===== config.mk =====
export PLATFORM = sky130hd
export DESIGN_NAME = pe_array_fused_acc
export DESIGN_NICKNAME = d
export VERILOG_FILES = /design/src/rtl/pe_array_fused_acc.sv
export SDC_FILE = /design/constraint.sdc
export NUM_CORES = 2
export LEC_CHECK = 0
export CORE_MARGIN = 10
export CORE_UTILIZATION = 61
export CTS_CLUSTER_SIZE = 14
export DETAILED_ROUTE_END_ITERATION = 12
export PLACE_DENSITY = 0.83
export SYNTH_ARGS = -nofsm -noshare
export SYNTH_HDL_FRONTEND = slang
export SYNTH_SLANG_ARGS = --single-unit

===== constraint.sdc =====
create_clock -name CLK -period 16.8 [get_ports CLK]
set_input_delay 1.68 -clock CLK [delete_from_list [all_inputs] [get_ports CLK]]
set_output_delay 1.68 -clock CLK [all_outputs]
set_load 0.005 [all_outputs]

===== src/rtl/pe_array_fused_acc.sv =====
// pe_array_fused_acc
//   Bit-fusion dot-product array. N_PE PEs each multiply N_DOT pairs of 2-bit
//   slices. Each PE result is sign-configured and shifted according to the
//   latched precision, then all PEs are summed. The sum is accumulated over a
//   programmable number of beats on top of a bias, with ready/valid flow
//   control on both the input and the output side.
//
// Ports
//   CLK, RST         clock, synchronous active-low reset
//   i_Start          launch a run; latches i_Precision, i_AccLen, i_Bias
//   i_Precision      {act[3:2], wgt[1:0]} codes: 00=2b 01=4b 10=8b 11=2b
//   i_AccLen         beats per run (0 runs one beat)
//   i_Bias           signed initial accumulator value
//   i_Valid/o_Ready  operand beat handshake
//   i_Act/i_Weight   PE i lane j slice at [2*(i*N_DOT+j) +: 2]
//   i_Flush          abort run, drop in-flight data
//   o_Valid/i_Ready  result handshake
//   o_Psum           signed accumulated result
//   o_Ovf            sticky signed overflow for the current run
//   o_Busy           FSM not idle
//
// state | meaning
// IDLE  | waiting for i_Start
// ACCUM | accepting operand beats until the programmed count is reached
// DRAIN | last beat accepted, waiting for the pipeline to empty
// OUT   | result presented, waiting for i_Ready

module pe_array_fused_acc #(
    parameter int N_PE      = 16,
    parameter int N_DOT     = 4,
    parameter int BITS_PSUM = 32,
    parameter int LEN_W     = 8
) (
    input  logic                    CLK,
    input  logic                    RST,
    input  logic                    i_Start,
    input  logic [3:0]              i_Precision,
    input  logic [LEN_W-1:0]        i_AccLen,
    input  logic [BITS_PSUM-1:0]    i_Bias,
    input  logic                    i_Valid,
    output logic                    o_Ready,
    input  logic [2*N_DOT*N_PE-1:0] i_Act,
    input  logic [2*N_DOT*N_PE-1:0] i_Weight,
    input  logic                    i_Flush,
    output logic                    o_Valid,
    input  logic                    i_Ready,
    output logic [BITS_PSUM-1:0]    o_Psum,
    output logic                    o_Ovf,
    output logic                    o_Busy
);

    typedef enum logic [1:0] {IDLE, ACCUM, DRAIN, OUT} state_t;

    state_t                    state_q, state_d;
    logic [1:0]                pa_q, pw_q;
    logic [LEN_W-1:0]          len_q, cnt_q;
    logic                      op_vld_q, mrg_vld_q;
    logic [2*N_DOT*N_PE-1:0]   act_q, wgt_q;
    logic [BITS_PSUM-1:0]      mrg_q, merge_d;
    logic [BITS_PSUM-1:0]      acc_q, sum_d;
    logic                      ovf_q, add_ovf;
    logic                      accept, last_beat, start_ok;

    // One PE: the highest slice position in a fused operand is the sign slice.
    function automatic logic [BITS_PSUM-1:0] pe_term(
        input logic [2*N_DOT-1:0] a,
        input logic [2*N_DOT-1:0] w,
        input int                 i,
        input logic [1:0]         pa,
        input logic [1:0]         pw
    );
        int               wi, ai, dot;
        logic             sa, sw;
        logic signed [2:0] av, wv;
        wi  = i & ((1 << pw) - 1);
        ai  = (i >> pw) & ((1 << pa) - 1);
        sa  = (ai == ((1 << pa) - 1));
        sw  = (wi == ((1 << pw) - 1));
        dot = 0;
        for (int j = 0; j < N_DOT; j++) begin
            av  = {sa & a[2*j+1], a[2*j +: 2]};
            wv  = {sw & w[2*j+1], w[2*j +: 2]};
            dot = dot + int'(av) * int'(wv);
        end
        return BITS_PSUM'(dot) << (2 * (ai + wi));
    endfunction

    always_comb begin
        merge_d = '0;
        for (int i = 0; i < N_PE; i++) begin
            merge_d = merge_d + pe_term(act_q[2*N_DOT*i +: 2*N_DOT],
                                        wgt_q[2*N_DOT*i +: 2*N_DOT], i, pa_q, pw_q);
        end
    end

    assign sum_d   = acc_q + mrg_q;
    assign add_ovf = (acc_q[BITS_PSUM-1] == mrg_q[BITS_PSUM-1]) &&
                     (sum_d[BITS_PSUM-1] != acc_q[BITS_PSUM-1]);

    assign o_Ready   = (state_q == ACCUM);
    assign o_Valid   = (state_q == OUT);
    assign o_Busy    = (state_q != IDLE);
    assign o_Psum    = acc_q;
    assign o_Ovf     = ovf_q;
    assign accept    = o_Ready & i_Valid;
    assign last_beat = (cnt_q == len_q - LEN_W'(1));
    assign start_ok  = (state_q == IDLE) & i_Start;

    always_comb begin
        state_d = state_q;
        case (state_q)
            IDLE:    if (i_Start) state_d = ACCUM;
            ACCUM:   if (accept && last_beat) state_d = DRAIN;
            // The merge stage finishes on this edge when the operand stage is already empty.
            DRAIN:   if (!op_vld_q) state_d = OUT;
            OUT:     if (i_Ready) state_d = IDLE;
            default: state_d = IDLE;
        endcase
    end

    always_ff @(posedge CLK) begin
        if (!RST) begin
            state_q   <= IDLE;
            pa_q      <= '0;
            pw_q      <= '0;
            len_q     <= LEN_W'(1);
            cnt_q     <= '0;
            op_vld_q  <= 1'b0;
            mrg_vld_q <= 1'b0;
            act_q     <= '0;
            wgt_q     <= '0;
            mrg_q     <= '0;
            acc_q     <= '0;
            ovf_q     <= 1'b0;
        end else if (i_Flush) begin
            state_q   <= IDLE;
            op_vld_q  <= 1'b0;
            mrg_vld_q <= 1'b0;
            acc_q     <= '0;
            ovf_q     <= 1'b0;
        end else begin
            state_q   <= state_d;
            op_vld_q  <= accept;
            mrg_vld_q <= op_vld_q;
            if (accept) begin
                act_q <= i_Act;
                wgt_q <= i_Weight;
                cnt_q <= cnt_q + LEN_W'(1);
            end
            if (op_vld_q) begin
                mrg_q <= merge_d;
            end
            if (start_ok) begin
                pa_q  <= (i_Precision[3:2] == 2'b11) ? 2'b00 : i_Precision[3:2];
                pw_q  <= (i_Precision[1:0] == 2'b11) ? 2'b00 : i_Precision[1:0];
                len_q <= (i_AccLen == '0) ? LEN_W'(1) : i_AccLen;
                cnt_q <= '0;
                acc_q <= i_Bias;
                ovf_q <= 1'b0;
            end else if (mrg_vld_q) begin
                acc_q <= sum_d;
                if (add_ovf) ovf_q <= 1'b1;
            end
        end
    end

endmodule

Word-level counts from Yosys, hierarchy flattened
Cells that the tools add are included.
{"block": "word_totals", "reg_bits": 345, "in_bits": 306, "out_inout_bits": 36, "wordCells": 412}
{"block": "op_classes", "addsub": 83, "n_mul": 64, "n_eq_ne": 28, "shifts": 34, "n_mux": 12, "bitwise_logic": 148, "reduce_logical": 31}
{"cell": "$add 32x32->32", "count": 16}
{"cell": "$and 32x32->32", "count": 16}
{"cell": "$eq 32x32->1", "count": 16}
{"cell": "$shl 32x32->32", "count": 16}
{"cell": "$mul 3x3->6", "count": 64}
{"cell": "$shr 4x2->32 const A", "count": 8}
{"cell": "$add 31x5->31", "count": 8}
{"cell": "$logic_not 30->1", "count": 6}
{"cell": "$add 8x6->9", "count": 16}
{"cell": "$and 1x1->1", "count": 130}
{"cell": "$add 7x6->8", "count": 16}
{"cell": "$shr 3x2->32 const A", "count": 4}
{"cell": "$add 31x4->31", "count": 4}
{"cell": "$logic_not 31->1", "count": 4}
{"cell": "$logic_not 29->1", "count": 4}
{"cell": "$add 6x6->7", "count": 16}
{"cell": "$mux 32", "count": 2}
{"cell": "$shl 1x2->32 const A", "count": 2}
{"cell": "$shr 1x2->32 const A", "count": 2}
{"cell": "$shr 2x2->32 const A", "count": 2}
{"cell": "$sub 32x2->32 const B", "count": 2}
{"cell": "$add 31x3->31", "count": 2}
{"cell": "$logic_not 32->1", "count": 1}
{"cell": "$add 31x2->31", "count": 1}
{"cell": "other kinds (22)", "count": 42}

Longest topological paths before layout
{"block": "depth", "depth_word": 25, "mapped_depth": 59, "depth_no_buf": 55}

Least setup slack after synthesis
Ideal clock, no wire load.
{"block": "synth_path", "path_kind": "register -> register", "start": "register pw_q[1]", "end": "register mrg_q[31]", "setup_time_ns": 0.125, "arrival_ns": 13.271, "required_time_ns": 16.675, "path_slack_ns": 3.404, "path_stages_with_launch": 54, "path_buffers": 4, "synth_period_minus_slack_ns": 13.396, "path_cell_list": "dfxtp_1 buf_2 inv_1 buf_2 buf_1 ha_1 buf_4 clkinv_1 ha_1 nor2_1 and2_1 inv_1 fa_1 fa_1 inv_1 fa_1 inv_1 fa_1 [... 18 more ...] fa_1 inv_1 fa_1 inv_1 ha_1 a41oi_1 o21ai_0 a21oi_1 o31ai_1 a211oi_1 a21oi_1 a31oi_1 nor2b_1 nand3_1 a41oi_1 xnor2_1 xnor3_1 o2bb2ai_1"}
{"block": "synth_between", "elab_chain_len": 24, "word_cells_on_any_way": 352, "classes_between": "79 x add/sub; 64 x mul; 16 x eq/ne; 33 x shift; 144 x bitwise; 16 x reduce/logical"}
{"item": "start: declaration", "line_no": "55", "rtl": "logic [1:0] pa_q, pw_q;"}
{"item": "start signal: assignment", "line_no": "155", "rtl": "pw_q <= (i_Precision[1:0] == 2'b11) ? 2'b00 : i_Precision[1:0];"}
{"item": "$shl 1x2->32 / $shr 1x2->32 (equally long branches)", "line_no": "78, 76"}
{"item": "$sub 32x2->32 / $and 32x32->32 (equally long branches)", "line_no": "78, 76"}
{"item": "$logic_not 32->1 (tied with other cells)", "line_no": "78", "rtl": "sw = (wi == ((1 << pw) - 1));"}
{"item": "$and 1x1->1 (on tied branches)", "line_no": "82, 81"}
{"item": "$mul 3x3->6", "line_no": "83", "rtl": "dot = dot + int'(av) * int'(wv);"}
{"item": "$add 6x6->7", "line_no": "83"}
{"item": "$add 7x6->8", "line_no": "83"}
{"item": "$add 8x6->9", "line_no": "83"}
{"item": "$shl 32x32->32", "line_no": "85", "rtl": "return BITS_PSUM'(dot) << (2 * (ai + wi));"}
{"item": "$add 32x32->32 (14 in a row)", "line_no": "91", "rtl": "merge_d = merge_d + pe_term(act_q[2*N_DOT*i +: 2*N_DOT],"}
{"item": "$add 32x32->32 *", "line_no": "91"}
{"item": "end signal: assignment", "line_no": "151", "rtl": "mrg_q <= merge_d;"}
{"item": "end: declaration", "line_no": "59", "rtl": "logic [BITS_PSUM-1:0] mrg_q, merge_d;"}
Mark *: on every way between the ends. The rest lies on a longest branch, timed or not.
A chain may end at the register's enable or synchronous reset.

Final worst setup path
{"block": "layout_path", "start": "register pw_q[1]", "end": "register mrg_q[30]"}
Same word-level chain as after synthesis.

==> metrics.md <==
| Metric | Value |
|---|---|
| Status | finished clean |
| Synth area leader | sky130_fd_sc_hd__fa_1 |
| Number of synthesized flops with an enable pin | 0 |
| I/O pin total | 342 |
| Share of flip-flops with an asynchronous set or reset after synthesis | 0% |
| Site row count | 120 |
| Final critical delay including setup and external delays | 15.44 ns |
| Number of buffers inserted by post-CTS setup repair | 0 |
| Clock root buffer | sky130_fd_sc_hd__clkbuf_16 |
| Sequential element share of the synthesized area | 10.5% |
| Headroom to the max-slew limit | 28.2% |
| Setup crit end kind | flip-flop |
| Primary flip-flop cell chosen by synthesis mapping | sky130_fd_sc_hd__dfxtp_1 |
| Port Buffers | 341 |
| Worst reg-to-reg setup slack | 1.36 ns |
| Global-route wire length before repair | 303000 um |
| Maximum number of pins on one net before global-route repair | 97 |
| Iter 0 DRT Violations | between 4000 and 5000 |
| Synth top area share | around a third |
| Clock insertion delay at the later pin of the skew report | about 0.63 ns |
| Number of hold-slack violations in the final timing report | 0 |
| Average routed wire per standard cell | approximately 20 um |
| Layout Skew | 0.0302 ns |
| Pwr dens | ~86 mW/mm2 |
| Count of cell instances traversed by the critical path | 44 |
| Vertical die dimension | 348 um |
| Avg Synthesized Cell Area | 8.31 um2 |
| Worst setup path start | pw_q[1]$_SDFFE_PN0P_ |
| Peak VDD IR | ~240 uV |
| R2r worst-path depth | 44 |
| Number of cells in the finished layout apart from fillers | 9476 |
| Area of the core region | 0.107 mm2 |
| Leading cell type in the layout, fill and taps excluded | sky130_fd_sc_hd__inv_1 |
| Number of buffers and inverters on the critical path | 9 |
| Vias in the first global route | 56600 |
| Instance count after placement with tap cells included | 9403 |
| Layout Utilization | between 60% and 70% |
| Highest fanout seen on the critical path | 14 |
| Leading cell types by total area after synthesis | sky130_fd_sc_hd__fa_1, sky130_fd_sc_hd__dfxtp_1, sky130_fd_sc_hd__ha_1 |
| Family with the most delay on the worst path | adder cells |
| Max Transition Viols Final | 0 |
| Clk buf depth | 3 |
| Seq cells post-synth | 345 |
| Number of diodes added for antenna fixing | 0 |
| Min-delay worst type | flip-flop to flip-flop |
| DR vias | 54100 |
| CP startpoint kind | flip-flop |
| Yosys warning total | 0 |
| Distinct cell type count of the synthesized netlist | between 100 and 150 |
| Area enclosed by the die boundary | between 0.1 and 0.15 mm2 |
| Hold Slack | between 0.4 and 0.5 ns |
| Remaining antenna violation count after routing | 0 |
| Worst EP required | around 17 ns |
| Fraction of final layout cells with drive strength greater than 1 | between 3 and 4% |
| Critical path destination | mrg_q[30]$_SDFFE_PN0P_ |
| Gate count of the mapped netlist | 7905 |
| Die W | around 350 um |
| Initial core utilization | 61.4% |
| Setup-violating endpoint count in the final report | 0 |
| H-tree levels | 2 |
| Nets | 9900 |
| Combined global-route utilization of all metal layers | 31.2% |
| Summed negative setup slack over all endpoints | 0 ns |
| Arrival time of data at the critical path endpoint | 15.96 ns |
| Setup repair after global routing missed its margin | no |
| Number of inserted filler cells in the final layout | 8759 |
| Pre-Repair DR Iteration Count | 7 |
| Number of instances resized during post-cts repair | 0 |
| Routed wire length | 188000 um |
| Slew of the pin with the lowest slew margin | around 1.1 ns |
| CTS clock-pin slew for the worst setup and hold paths | 0.07 ns |
| Class of the most critical setup path | flip-flop to flip-flop |
| CTS hold repair buffers | 0 |
| Highest clock rate | 64.8 MHz |
| Ratio of final minimum period to clock period | 91.9% |
| DRC errors left | 0 |
| Worst slack at placement | 1.71 ns |
| Post-synthesis instance area | 0.0657 mm2 |
| Cell repeated most along the worst path | sky130_fd_sc_hd__fa_1 |
| Endpoint of the lowest-slack register-to-register path | mrg_q[30]$_SDFFE_PN0P_ |
| CTS tree | yes |
| Overflow left after global routing | 0 |
| Commonest non-fill, non-tap cells in the layout | sky130_fd_sc_hd__inv_1, sky130_fd_sc_hd__nand2_1, sky130_fd_sc_hd__fa_1 |
| Startpoint of the worst register-to-register path | pw_q[1]$_SDFFE_PN0P_ |
| Vias/cell | ~5.7 |
| Pleak | 35.0 nW |
| RD Place Congestion | 1.08 |
| Cell with the biggest individual delay on the critical path | sky130_fd_sc_hd__ha_1 |
| Count of maximum capacitance violations | 0 |
| Num Clock Sinks | 345 |
| TritonCTS buffer count | about 40 |
| Synth-to-layout area growth | 8.88% |
| Worst path setup slack after routing | ~1.4 ns |
| Initial antenna violation count | 4 |
| Detailed Place HPWL | around 160000 um |
| Biggest cell delay along the critical path | 0.92 ns |
## worst reg2reg max path: cells and delay by family, from the launching register on
family	cells	cell delay, ns
buffers and inverters	9	1.09
flip-flops	1	0.31
XOR/XNOR	2	0.92
adder cells (fa/ha/maj)	14	7.48
AND/OR/NAND/NOR	4	1.16
AO/OA/AOI/OAI	15	4.37
## flip-flops by register name, summed over array words and instances, names as in the netlist, 2 cells and up
register and count:
act_q 128, cnt_q 8, len_q 8, mrg_q 32
o_Psum 32, pa_q 2, pw_q 2, state_q 2
wgt_q 128
## through the flow
| step | cell area [um2] | power [W] |
|---|---|---|
| finish | 71500 | 0.00618 |
| global route | 71500 | 0.00670 |
| CTS | 71500 | 0.00616 |
| detailed placement | 70100 | 0.00519 |
| global placement | 70100 | 0.00510 |
| floorplan | 65700 | 0.00395 |
## final cells by class
class                   instances  area [um2]  share of cell area (%)
inverters                    1433        5380                    7.52
flip-flops and latches        345        6910                    9.66
multi-input cells            5827       52200                    73.1
repair buffers                395        3820                    5.34
well taps                    1403        1760                    2.46
clock inverters                20         272                   0.380
clock buffers                  53        1130                    1.58
## routing by layer
metal	share of wire, %	GRT usage (%)
met3	7.4	4.99
met5	0.018	0
met4	4.4	12.1
met1	40	39.4
met2	48	53.5
## cell families (layout without fill, tap and decap cells)
family	Yosys count	after routing	synth area share, %
simple gates	2399	2399	16.5
buf+inv	1734	1901	9.99
fa+ha+maj	1565	1565	42.5
compound gates	1428	1428	14.2
flops	345	345	10.5
xor+xnor	324	324	4.43
mux	109	109	1.81
other cells	1	2	0.00571
## where the power goes
part	total (W)	switching [W]	leakage, nW	internal, W
clock	0.000948	0.000393	0.686	0.000555
sequential	0.000859	0.0000213	2.79	0.000838
combinational	0.00437	0.00254	31.6	0.00183
## synth_stat cells, types with 6 or more instances
master,n
sky130_fd_sc_hd__inv_1,1426
sky130_fd_sc_hd__nand2_1,1158
sky130_fd_sc_hd__fa_1,1113
sky130_fd_sc_hd__nor2_1,463
sky130_fd_sc_hd__ha_1,438
sky130_fd_sc_hd__a21oi_1,348
sky130_fd_sc_hd__dfxtp_1,345
sky130_fd_sc_hd__o21ai_0,303
sky130_fd_sc_hd__a21boi_0,293
sky130_fd_sc_hd__clkbuf_1,275
sky130_fd_sc_hd__and2_1,264
sky130_fd_sc_hd__xnor2_1,211
sky130_fd_sc_hd__nand2b_1,117
sky130_fd_sc_hd__xor2_1,106
sky130_fd_sc_hd__a21o_1,99
sky130_fd_sc_hd__nand3_1,82
sky130_fd_sc_hd__mux2i_1,72
sky130_fd_sc_hd__or2_2,72
sky130_fd_sc_hd__nor3_1,71
sky130_fd_sc_hd__nor2b_1,51
sky130_fd_sc_hd__a31oi_1,49
sky130_fd_sc_hd__o22ai_1,43
sky130_fd_sc_hd__a211oi_1,33
sky130_fd_sc_hd__mux2_2,32
sky130_fd_sc_hd__o21a_1,31
sky130_fd_sc_hd__and3_1,28
sky130_fd_sc_hd__o21bai_1,26
sky130_fd_sc_hd__or3_1,25
sky130_fd_sc_hd__o31ai_1,21
sky130_fd_sc_hd__o211ai_1,17
sky130_fd_sc_hd__a31o_2,14
sky130_fd_sc_hd__buf_1,14
sky130_fd_sc_hd__maj3_1,13
sky130_fd_sc_hd__nor4_1,12
sky130_fd_sc_hd__a22oi_1,11
sky130_fd_sc_hd__nand4_1,11
sky130_fd_sc_hd__o21ai_1,11
sky130_fd_sc_hd__a211o_1,10
sky130_fd_sc_hd__a22o_1,9
sky130_fd_sc_hd__a41o_1,9
sky130_fd_sc_hd__nand3b_1,8
sky130_fd_sc_hd__nor3b_1,6
sky130_fd_sc_hd__o22a_1,6
sky130_fd_sc_hd__o311ai_0,6
## worst min path at each step
stage                                      start                     end  slack, ns  cells after the start
final                     wgt_q[82]$_SDFFE_PN0P_  wgt_q[82]$_SDFFE_PN0P_       0.47                      2
after global placement    wgt_q[82]$_SDFFE_PN0P_  wgt_q[82]$_SDFFE_PN0P_       0.46                      2
after detailed placement  wgt_q[82]$_SDFFE_PN0P_  wgt_q[82]$_SDFFE_PN0P_       0.47                      2
after CTS                 wgt_q[82]$_SDFFE_PN0P_  wgt_q[82]$_SDFFE_PN0P_       0.47                      2
after floorplan           mrg_q[12]$_SDFFE_PN0P_  mrg_q[12]$_SDFFE_PN0P_       0.44                      2
after global routing      wgt_q[88]$_SDFFE_PN0P_  wgt_q[88]$_SDFFE_PN0P_       0.50                      2
Note: power is estimated with default switching activity, not from simulation.
